**src/rtl/exit_park_if.sv**
```systemverilog
// Handshake bundle between the exit controller and its neighbours:
// park/exit requests come in, occupancy, status pulses and fee go out.
interface exit_park_if #(
    parameter int SLOTS = 8
);
    localparam int IDX_W = $clog2(SLOTS);

    logic             park_in;
    logic [IDX_W-1:0] park_in_num;
    logic             exit_req;
    logic [IDX_W-1:0] exit_num;
    logic [SLOTS-1:0] parking_capacity;
    logic             busy;
    logic             exit_done;
    logic             exit_err;
    logic [15:0]      fee;

    modport master (
        output park_in, park_in_num, exit_req, exit_num,
        input  parking_capacity, busy, exit_done, exit_err, fee
    );

    modport slave (
        input  park_in, park_in_num, exit_req, exit_num,
        output parking_capacity, busy, exit_done, exit_err, fee
    );
endinterface

```
**src/rtl/exit_park.sv**
```systemverilog
// Exit-side slot controller: owns the occupancy bitmap, times each
// occupied slot in billing units and releases slots with a computed fee.
//
// state   | meaning
// IDLE    | waiting for exit_req
// CHECK   | latch elapsed time, test occupancy of requested slot
// ERR     | requested slot was empty; exit_err pulses on leaving
// BILL    | compute fee from latched elapsed time
// RELEASE | free slot, load fee; exit_done pulses on leaving
module exit_park #(
    parameter int SLOTS    = 8,
    parameter int TICK_DIV = 16,
    parameter int FEE_RATE = 2
) (
    input  logic        clk,
    input  logic        rst_n,
    exit_park_if.slave  bus
);
    localparam int IDX_W = $clog2(SLOTS);
    localparam int PRE_W = $clog2(TICK_DIV);

    typedef enum logic [2:0] {IDLE, CHECK, ERR, BILL, RELEASE} state_t;

    state_t           state_q, state_d;
    logic [PRE_W-1:0] pre_cnt;
    logic             tick;
    logic [IDX_W-1:0] slot_r;
    logic [7:0]       elapsed_r;
    logic [15:0]      fee_next_r;
    logic [15:0]      fee_q;
    logic             done_q, err_q;
    logic [SLOTS-1:0] cap_q;
    logic [7:0]       cnt [SLOTS];
    logic             release_now;
    logic [15:0]      billable;

    assign tick        = (pre_cnt == PRE_W'(TICK_DIV - 1));
    assign release_now = (state_q == RELEASE);
    assign billable    = {8'h00, (elapsed_r == 8'd0) ? 8'd1 : elapsed_r};

    // Free-running prescaler that defines the billing time unit.
    always_ff @(posedge clk or negedge rst_n) begin
        if (!rst_n)   pre_cnt <= '0;
        else if (tick) pre_cnt <= '0;
        else          pre_cnt <= pre_cnt + 1'b1;
    end

    // FSM state register.
    always_ff @(posedge clk or negedge rst_n) begin
        if (!rst_n) state_q <= IDLE;
        else        state_q <= state_d;
    end

    // Next-state logic; exit_req is only looked at in IDLE so requests while busy are dropped.
    always_comb begin
        state_d = state_q;
        case (state_q)
            IDLE:    if (bus.exit_req) state_d = CHECK;
            CHECK:   state_d = cap_q[slot_r] ? BILL : ERR;
            ERR:     state_d = IDLE;
            BILL:    state_d = RELEASE;
            RELEASE: state_d = IDLE;
            default: state_d = IDLE;
        endcase
    end

    // Exit datapath: slot/elapsed latches, fee pipeline and registered status pulses.
    always_ff @(posedge clk or negedge rst_n) begin
        if (!rst_n) begin
            slot_r     <= '0;
            elapsed_r  <= '0;
            fee_next_r <= '0;
            fee_q      <= '0;
            done_q     <= 1'b0;
            err_q      <= 1'b0;
        end else begin
            if (state_q == IDLE && bus.exit_req) slot_r <= bus.exit_num;
            if (state_q == CHECK) elapsed_r <= cnt[slot_r];
            if (state_q == BILL) fee_next_r <= billable * 16'(FEE_RATE);
            if (release_now) fee_q <= fee_next_r;
            done_q <= release_now;
            err_q  <= (state_q == ERR);
        end
    end

    // Occupancy and per-slot timers; a release of slot_r beats a same-cycle park of that slot.
    always_ff @(posedge clk or negedge rst_n) begin
        if (!rst_n) begin
            cap_q <= '0;
            for (int i = 0; i < SLOTS; i++) cnt[i] <= '0;
        end else begin
            for (int i = 0; i < SLOTS; i++) begin
                if (release_now && slot_r == IDX_W'(i)) begin
                    cap_q[i] <= 1'b0;
                    cnt[i]   <= '0;
                end else if (bus.park_in && bus.park_in_num == IDX_W'(i) && !cap_q[i]) begin
                    cap_q[i] <= 1'b1;
                    cnt[i]   <= '0;
                end else if (cap_q[i] && tick && cnt[i] != 8'hFF) begin
                    cnt[i] <= cnt[i] + 8'd1;
                end
            end
        end
    end

    assign bus.parking_capacity = cap_q;
    assign bus.busy             = (state_q != IDLE);
    assign bus.exit_done        = done_q;
    assign bus.exit_err         = err_q;
    assign bus.fee              = fee_q;
endmodule

```
**src/flat_wrapper.sv**
```systemverilog
// flat-port wrapper written by rule: the top's interface ports become plain ports
module exit_park_flat 
#(
    parameter int SLOTS    = 8,
    parameter int TICK_DIV = 16,
    parameter int FEE_RATE = 2
)
  (clk, rst_n, bus_park_in, bus_park_in_num, bus_exit_req, bus_exit_num, bus_parking_capacity, bus_busy, bus_exit_done, bus_exit_err, bus_fee);
  exit_park_if #(.SLOTS(SLOTS)) bus_i ();
  input  logic clk;
  input  logic rst_n;
  input wire logic [$bits(bus_i.park_in)-1:0] bus_park_in;
  input wire logic [$bits(bus_i.park_in_num)-1:0] bus_park_in_num;
  input wire logic [$bits(bus_i.exit_req)-1:0] bus_exit_req;
  input wire logic [$bits(bus_i.exit_num)-1:0] bus_exit_num;
  output wire logic [$bits(bus_i.parking_capacity)-1:0] bus_parking_capacity;
  output wire logic [$bits(bus_i.busy)-1:0] bus_busy;
  output wire logic [$bits(bus_i.exit_done)-1:0] bus_exit_done;
  output wire logic [$bits(bus_i.exit_err)-1:0] bus_exit_err;
  output wire logic [$bits(bus_i.fee)-1:0] bus_fee;
  assign bus_i.park_in = bus_park_in;
  assign bus_i.park_in_num = bus_park_in_num;
  assign bus_i.exit_req = bus_exit_req;
  assign bus_i.exit_num = bus_exit_num;
  assign bus_parking_capacity = bus_i.parking_capacity;
  assign bus_busy = bus_i.busy;
  assign bus_exit_done = bus_i.exit_done;
  assign bus_exit_err = bus_i.exit_err;
  assign bus_fee = bus_i.fee;
  exit_park #(.SLOTS(SLOTS), .TICK_DIV(TICK_DIV), .FEE_RATE(FEE_RATE)) u_core (.clk(clk), .rst_n(rst_n), .bus(bus_i));
endmodule
```
**config.mk**
```make
export PLATFORM = sky130hd
export DESIGN_NAME = exit_park_flat
export DESIGN_NICKNAME = d
export VERILOG_FILES = /design/src/rtl/exit_park_if.sv /design/src/rtl/exit_park.sv /design/src/flat_wrapper.sv
export SDC_FILE = /design/constraint.sdc
export NUM_CORES = 1
export LEC_CHECK = 0
export CAP_MARGIN = 10
export CORE_ASPECT_RATIO = 2
export CORE_MARGIN = 10
export CORE_UTILIZATION = 60
export DETAILED_ROUTE_END_ITERATION = 10
export HOLD_SLACK_MARGIN = 0.15
export MAX_ROUTING_LAYER = met4
export PLACE_DENSITY = 0.93
export SLEW_MARGIN = 20
export SYNTH_ARGS = -nofsm -noshare
export SYNTH_HDL_FRONTEND = slang
export SYNTH_SLANG_ARGS = --single-unit
```
**constraint.sdc**
```tcl
create_clock -name clk -period 2.82 [get_ports clk]
set_input_delay 0.423 -clock clk [delete_from_list [all_inputs] [get_ports clk]]
set_output_delay 0.423 -clock clk [all_outputs]
set_load 0.005 [all_outputs]
```
Yosys cells after proc, flatten, opt, wreduce, memory -nomap -nowiden. Index checks and enable logic that the tools add are counted.

Bits in registers: 108. Word-level logic and storage cells: 184.

$add $sub $neg: 9. $lt $le $gt $ge: 2. Eq/ne operators: 28. Muxes and demuxes: 50. Bitwise logic cells: 1. Reductions and logical operators: 70.

Operators with widths (count): two-way mux 8 bit (27); adder 8 x 1 -> 8 bit (second input constant) (8); != test 8 bit (second input constant) (8); logical AND 1 bit (41); == test 3 bit (second input constant) (9); nonzero test 3 bit (9); binary-select mux 8 bit (select 3 bit) (1); == test 3 x 2 -> 1 bit (second input constant) (6); two-way mux 1 bit (18); nonzero test 2 bit (8); == test 3 x 1 -> 1 bit (second input constant) (3); logical NOT 3 bit (3); case mux 3 bit (3 select lines) (1); logical NOT 1 bit (8); logical NOT 8 bit (1); adder 4 x 1 -> 4 bit (second input constant) (1); == test 4 bit (second input constant) (1); greater-or-equal comparator 4 bit (second input constant) (1); < comparator 3 x 4 -> 1 bit (second input constant) (1); two-way mux 4 bit (1); NOT 3 -> 4 bit (1); binary-select mux 1 bit (select 3 bit) (1); two-way mux 3 bit (1); != test 2 bit (second input constant) (1).

Longest topological paths before layout. Gate-level depths: netlist of the first run.

Word-level depth: 6. Mapped depth: 7.

Least setup slack after synthesis of the first run. Ideal clock, no wire load.

Kind: register -> register. From: register u_core.pre_cnt[0]. To: register u_core.cnt[55] (netlist bit). Setup time: 0.079 ns. Arrival time: 1.657 ns. Data required time: 2.741 ns. Slack: 1.084 ns. Cell stages (with the launch flop): 7. Path buffers: 1. Path through: dfrtp_1 -> ha_1 -> buf_4 -> and4_1 -> o21ai_2 -> or4_1 -> a21oi_1.

Word-level cells in the longest chain between the ends: 4.

Ends and longest elaborated chain: from (decl) (RTL line exit_park.sv:25) `logic [PRE_W-1:0] pre_cnt;`; from (signal assigned) (RTL line exit_park.sv:45) `else pre_cnt <= pre_cnt + 1'b1;`; == test 4 bit (RTL line exit_park.sv:37) `assign tick = (pre_cnt == PRE_W'(TICK_DIV - 1));`; logical AND 1 bit (2 in series) (RTL line exit_park.sv:99) `end else if (cap_q[i] && tick && cnt[i] != 8'hFF) begin`; nonzero test 3 bit (no source line); to (signal, indexed assignment) (RTL line exit_park.sv:100) `cnt[i] <= cnt[i] + 8'd1;`; to (decl) (RTL line exit_park.sv:33) `logic [7:0] cnt [SLOTS];`.

No other way between the ends. A chain may end at the register's enable or synchronous reset.

Worst setup path in the final report of the first run.
From: register u_core.pre_cnt[0]. To: register u_core.cnt[21] (netlist bit).

The elaborated chain is that of the path after synthesis.

==> results of run 1 <==
## state kept, by name (all words and copies together), names as in the netlist
register and flops:
u_core.fee_next_r 8, u_core.bus.exit_done 1, u_core.slot_r 3, u_core.bus.parking_capacity 8, u_core.bus.exit_err 1, u_core.bus.fee 8
u_core.pre_cnt 4, u_core.cnt 64, u_core.elapsed_r 8, u_core.state_q 3
## cell type report
type,count,share of cell area
Multi-Input combinational cell,395,0.449
Clock inverter,7,0.0104
Tap cell,130,0.0251
Timing Repair Buffer,34,0.0522
Inverter,20,0.0116
Sequential cell,108,0.417
Clock buffer,9,0.0348
## cell usage after synthesis, types with 4 or more instances
cell type,n,area share
dfrtp_1,108,0.47
nor2_1,54,0.035
a21oi_1,37,0.032
nand2_1,27,0.017
nand3_1,24,0.021
inv_1,20,0.013
mux2_2,18,0.035
mux2i_1,18,0.031
mux4_2,17,0.066
o21ai_0,15,0.013
xnor2_1,15,0.023
buf_4,13,0.017
nand4_1,11,0.012
nor3_1,11,0.0095
or3_1,11,0.012
xor2_1,11,0.017
a211oi_1,10,0.013
o31ai_1,10,0.013
or4_1,10,0.013
ha_1,9,0.019
and4_1,8,0.012
clkbuf_1,6,0.0039
and3_1,5,0.0054
nor2b_1,5,0.0054
buf_2,4,0.0034
nor4_1,4,0.0043
nor4bb_1,4,0.0069
o21ai_1,4,0.0034
## worst max-delay path by stage
stage                           start              to  cells past startpoint
floorplan           u_core.pre_cnt[0]  u_core.cnt[55]                      6
global placement          bus_park_in  u_core.cnt[41]                      5
detailed placement  u_core.pre_cnt[0]  u_core.cnt[21]                      5
CTS                 u_core.pre_cnt[0]  u_core.cnt[21]                      5
global route        u_core.pre_cnt[0]  u_core.cnt[21]                      5
finish              u_core.pre_cnt[0]  u_core.cnt[21]                      5
## logic make-up after synthesis
kind of cell	synth area share
muxes	0.132
and+or+nand+nor	0.181
xor gates and xnor gates	0.0392
other	0.000646
AOI/OAI and AO/OA	0.124
buffers and inverters	0.0390
adders and majority gates	0.0194
DFF	0.465
## power by group
part | switching (mW) | leakage, nW | internal [mW] | total (mW)
sequential | 0.818 | 1.34 | 2.08 | 2.90
clock | 0.566 | 0.137 | 0.683 | 1.25
combinational | 0.948 | 1.20 | 1.10 | 2.05
## metrics by stage
step	worst slack, ps	util	instance area, um^2	power [mW]
after floorplan	1080	-	5840	4.00
after global placement	699	0.654	6170	4.69
after detailed placement	610	0.654	6170	4.84
after CTS	525	0.686	6480	6.14
after global routing	305	0.686	6480	6.53
final	448	0.686	6480	6.19
## worst reg2reg max path, stage by stage, from the launching register on
cell and delay, ps:
dfrtp_1 420, ha_1 460, and3_1 500, o211ai_1 300, or3_1 440, a21oi_1 180
## routing by layer
layer	vias up	GRT usage	wire [um]
li1	2067	-	-
met5	-	-	0
met1	2323	0.244	5210
met4	0	0.146	948
met2	328	0.375	7990
met3	102	0.0502	1130
==> flow_summary.toml, run 1 <==
[final_layout]
regArea_um2 = 2700
final_cell_count_no_fill = 703
layout.cells.most_common_list = "108 x dfrtp_1, 54 x nor2_1, 37 x a21oi_1"
design.final.nets = 587
layout_commonest_cell = "dfrtp_1"
area_delta_synth_final_pct = 11.5
num-fill-cells = 643
antennaDiodeCount = 0
multiInputGateArea_um2 = 2910
drive_gt1_frac = 0.120

[grt]
grt_antenna_before_repair = 0
first_global_vias = 4934
grtUsageTotal = 0.232
global_route.overflow_total = 0
grt_first_pass_wirelength_um = 25000
maximum_number_of_pins_on_one_net_before_global_route_repair = 67

[place]
numPortBuffers = 28
dp_cells = 686
hpwlAfterDp_um = 10700
last_weighted_congestion_value_of_the_routability_driven_placer = 0.904

[clocking]
ctsHtreeMaxLevel = 3
cts_root_buf = "clkbuf_16"
cts_made_buffers = 9
hold_buffers = 1
numClockSinks = 108
clk_path_buf_depth = 2
tritoncts_clock_tree = "done"
clock_insertion_delay_at_the_later_pin_of_the_skew_report_ps = 360
post_cts_resize_count = 0
cts.repair_timing.setup_buffer_count = 0
clkTransAtPathRegs_ps = 70

[floorplanning]
ios = 37
design.die.area_um2 = 14300
initial_utilization = 0.615
core_um2 = 9450
die_height_um = 159
placementRows = 50
dieWidth_um = 89.6

[synth]
yosysWarnings = 0
sequential_area_share_after_synthesis = 0.465
syn-cell-area_um2 = 5810
synth-async-reset-ratio = 1.00
number_of_enable_type_register_cells_in_the_synthesized_netlist = 0
post_synthesis_area_per_instance_um2 = 10.8
netlist-cell-type-count = 59
post_synth_inst_count = 540
flip_flop_and_latch_count_after_synthesis = 108
main_synth_ff_type = "dfrtp_1"

[timing]
fin_setup_tns_ps = 0
maximum_achievable_frequency_mhz = 422
timing.hold.ws_ps = 487
slew_headroom = 0.308
setup-violations-final = 0
final_hold_viol_count = 0
period_share = 0.841
report.final.slew_viol_count = 0
worst_pin_slew_ps = 1040
clock-skew-final_ps = 8.36
grt_setup_unrepaired = "false"
final_period_minus_worst_setup_slack_ps = 2370

[route]
number_of_nets_with_antenna_violations_after_routing = 0
vias = 4820
remaining_drc_errors = 0
vias_per_cell = 6.86
iter_0_drt_violations = 574
drt_wl_total_um = 15300
dr.pass1.iters = 5
post_drt_wl_per_cell_um = 21.7

[worst_setup_path]
path_buf_inv = 0
worst_path_largest_cell_delay_ps = 500
crit_fanout = 10
crit_required_ps = 3100
cp_top_family = "simple AND/OR/NAND/NOR gates"
rr_startpoint = "u_core.pre_cnt[0]"
cp_cell_sequence = "ha_1 > and3_1 > o211ai_1 > or3_1 > a21oi_1"
worst_setup_path_end_kind = "flip-flop"
regToRegEndpoint = "u_core.cnt[21]"
timing.critical_path.from_type = "flip-flop"
setup.reg_to_reg.worst_slack_ps = 450
class_of_the_most_critical_setup_path = "flip-flop to flip-flop"
worstPathArrival_ps = 2650
crit_path_top_delay_cell = "and3_1"
worst-r2r-cell-count = 5

[power_and_ir_drop]
leakage_nw = 2.67
pwr_density_cell_nw_per_um2 = 956
vdd_drop_max_mv = 0.504

[hold_path]
hold-path-cell-count = 2
timing.hold.worst.class = "flip-flop to flip-flop"
hold-path-endpoint = "u_core.fee_next_r[1]"
hold_path.startpoint = "u_core.fee_next_r[1]"

[status]
outcome = "finished, final reports clean"

[run]
maxCapViolations = 0
No activity file was read; power rests on OpenSTA's default activity.
==> run 2: changes to the inputs <==
==> constraint.sdc (replaced) <==
create_clock -name clk -period 2.45 [get_ports clk]
set_input_delay 0.3675 -clock clk [delete_from_list [all_inputs] [get_ports clk]]
set_output_delay 0.3675 -clock clk [all_outputs]
set_load 0.005 [all_outputs]
==> flow_summary.toml, run 2 (synthesis results as in run 1) <==
[route]
post_drt_wl_per_cell_um = 20.9
number_of_nets_with_antenna_violations_after_routing = 0
iter_0_drt_violations = 402
vias_per_cell = 6.76
remaining_drc_errors = 0
vias = 4778
dr.pass1.iters = 5
drt_wl_total_um = 14700

[power_and_ir_drop]
power_frac_comb = 0.318
intPower_mw = 4.58
clkPwrFrac = 0.216
pwr_density_cell_nw_per_um2 = 1110
netSwitchingFraction = 0.365
final_power_mw = 7.22
p_switching_mw = 2.64
vdd_drop_max_mv = 0.536
seq_power_share = 0.465
leakage_nw = 2.71

[timing]
slew_headroom = 0.388
fin_setup_tns_ps = 0
worst_pin_slew_ps = 918
postLayoutSetupSlackWorst_ps = 239
maximum_achievable_frequency_mhz = 452
setup-violations-final = 0
period_share = 0.902
timing.hold.ws_ps = 454
final_period_minus_worst_setup_slack_ps = 2210
final_hold_viol_count = 0
clock-skew-final_ps = 7.63
report.final.slew_viol_count = 0
grt_setup_unrepaired = "false"

[final_layout]
layout.cells.most_common_list = "108 x dfrtp_1, 54 x nor2_1, 37 x a21oi_1"
largest_register_ffs = 64
layout_commonest_cell = "dfrtp_1"
design.final.nets = 591
final_cell_count_no_fill = 707
largest-register = "u_core.cnt"
drive_gt1_frac = 0.125
stdcell_area_um2 = 6540
area_delta_synth_final_pct = 12.5
postLayoutCoreUtil = 0.692
antennaDiodeCount = 0

[floorplanning]
initial_utilization = 0.615
die_height_um = 159
ios = 37
design.die.area_um2 = 14300
dieWidth_um = 89.6
placementRows = 50
core_um2 = 9450

[clocking]
cts_made_buffers = 9
numClockSinks = 108
clock_insertion_delay_at_the_later_pin_of_the_skew_report_ps = 360
tritoncts_clock_tree = "done"
clk_path_buf_depth = 2
ctsHtreeMaxLevel = 3
cts_root_buf = "clkbuf_16"
clkTransAtPathRegs_ps = 70

[place]
place_ws_ps = 241
place_area_um2 = 6200
last_weighted_congestion_value_of_the_routability_driven_placer = 0.899
numPortBuffers = 28
dp_cells = 690
hpwlAfterDp_um = 10600

[worst_setup_path]
worst_setup_path_end_kind = "flip-flop"
crit_path_top_delay_cell = "or4_1"
crit_required_ps = 2730
crit_fanout = 10
worstPathArrival_ps = 2490
class_of_the_most_critical_setup_path = "flip-flop to flip-flop"
cp_top_family = "simple AND/OR/NAND/NOR gates"
worst_path_largest_cell_delay_ps = 460
timing.critical_path.from_type = "flip-flop"
path_buf_inv = 0
cp_cell_sequence = "ha_1 > and3_2 > nand3_1 > or4_1 > a21oi_1"

[status]
outcome = "finished, final reports clean"

[grt]
maximum_number_of_pins_on_one_net_before_global_route_repair = 63
grtUsageTotal = 0.222
global_route.overflow_total = 0
first_global_vias = 4855
grt_first_pass_wirelength_um = 23900
grt_antenna_before_repair = 0

[hold_path]
timing.hold.worst.class = "primary input to async pin"

[run]
maxCapViolations = 0
run 2: final timing paths:
path                       depth (start not counted)  slack (ps)                 to               from
max in group asynchronous                          3        1350     u_core.cnt[49]              rst_n
setup reg to reg                                   5         240     u_core.cnt[12]  u_core.pre_cnt[0]
hold reg to reg                                    1         500  u_core.pre_cnt[0]  u_core.pre_cnt[0]
min in group clk                                   1         500  u_core.pre_cnt[0]  u_core.pre_cnt[0]
hold / removal                                     2         450     u_core.cnt[58]              rst_n
setup / recovery                                   5         240     u_core.cnt[12]  u_core.pre_cnt[0]
run 2: per-layer routing:
| metal | routed length (um) | vias to the layer above | track usage |
|---|---|---|---|
| met2 | 7720 | 285 | 0.357 |
| met3 | 882 | 99 | 0.0379 |
| li1 | - | 2066 | - |
| met1 | 4970 | 2328 | 0.222 |
| met5 | 0 | - | - |
| met4 | 1180 | 0 | 0.183 |
run 2: repair_timing:
item	4_1_cts	5_1_grt
gates resized for setup	0	1
setup endpoints to repair	0	1
hold buffers	1	0
hold endpoints to repair	23	0
setup buffers	0	0
run 2: layout make-up:
type	instances	area, um^2
Inverter	20	75.1
Clock inverter	4	72.6
Fill cell	624	2910
Tap cell	130	163
Clock buffer	12	246
Sequential cell	108	2700
Timing Repair Buffer	38	368
Multi-Input combinational cell	395	2910
run 2: power by group through the flow:
stage / clock, mW / sequential [mW] / combinational [mW]
after global routing: 1.63 / 3.44 / 2.54
after CTS: 1.57 / 3.32 / 2.30
after floorplan: 0 / 2.92 / 1.68
after detailed placement: 0 / 3.34 / 2.25
after global placement: 0 / 3.27 / 2.12
final: 1.56 / 3.36 / 2.30
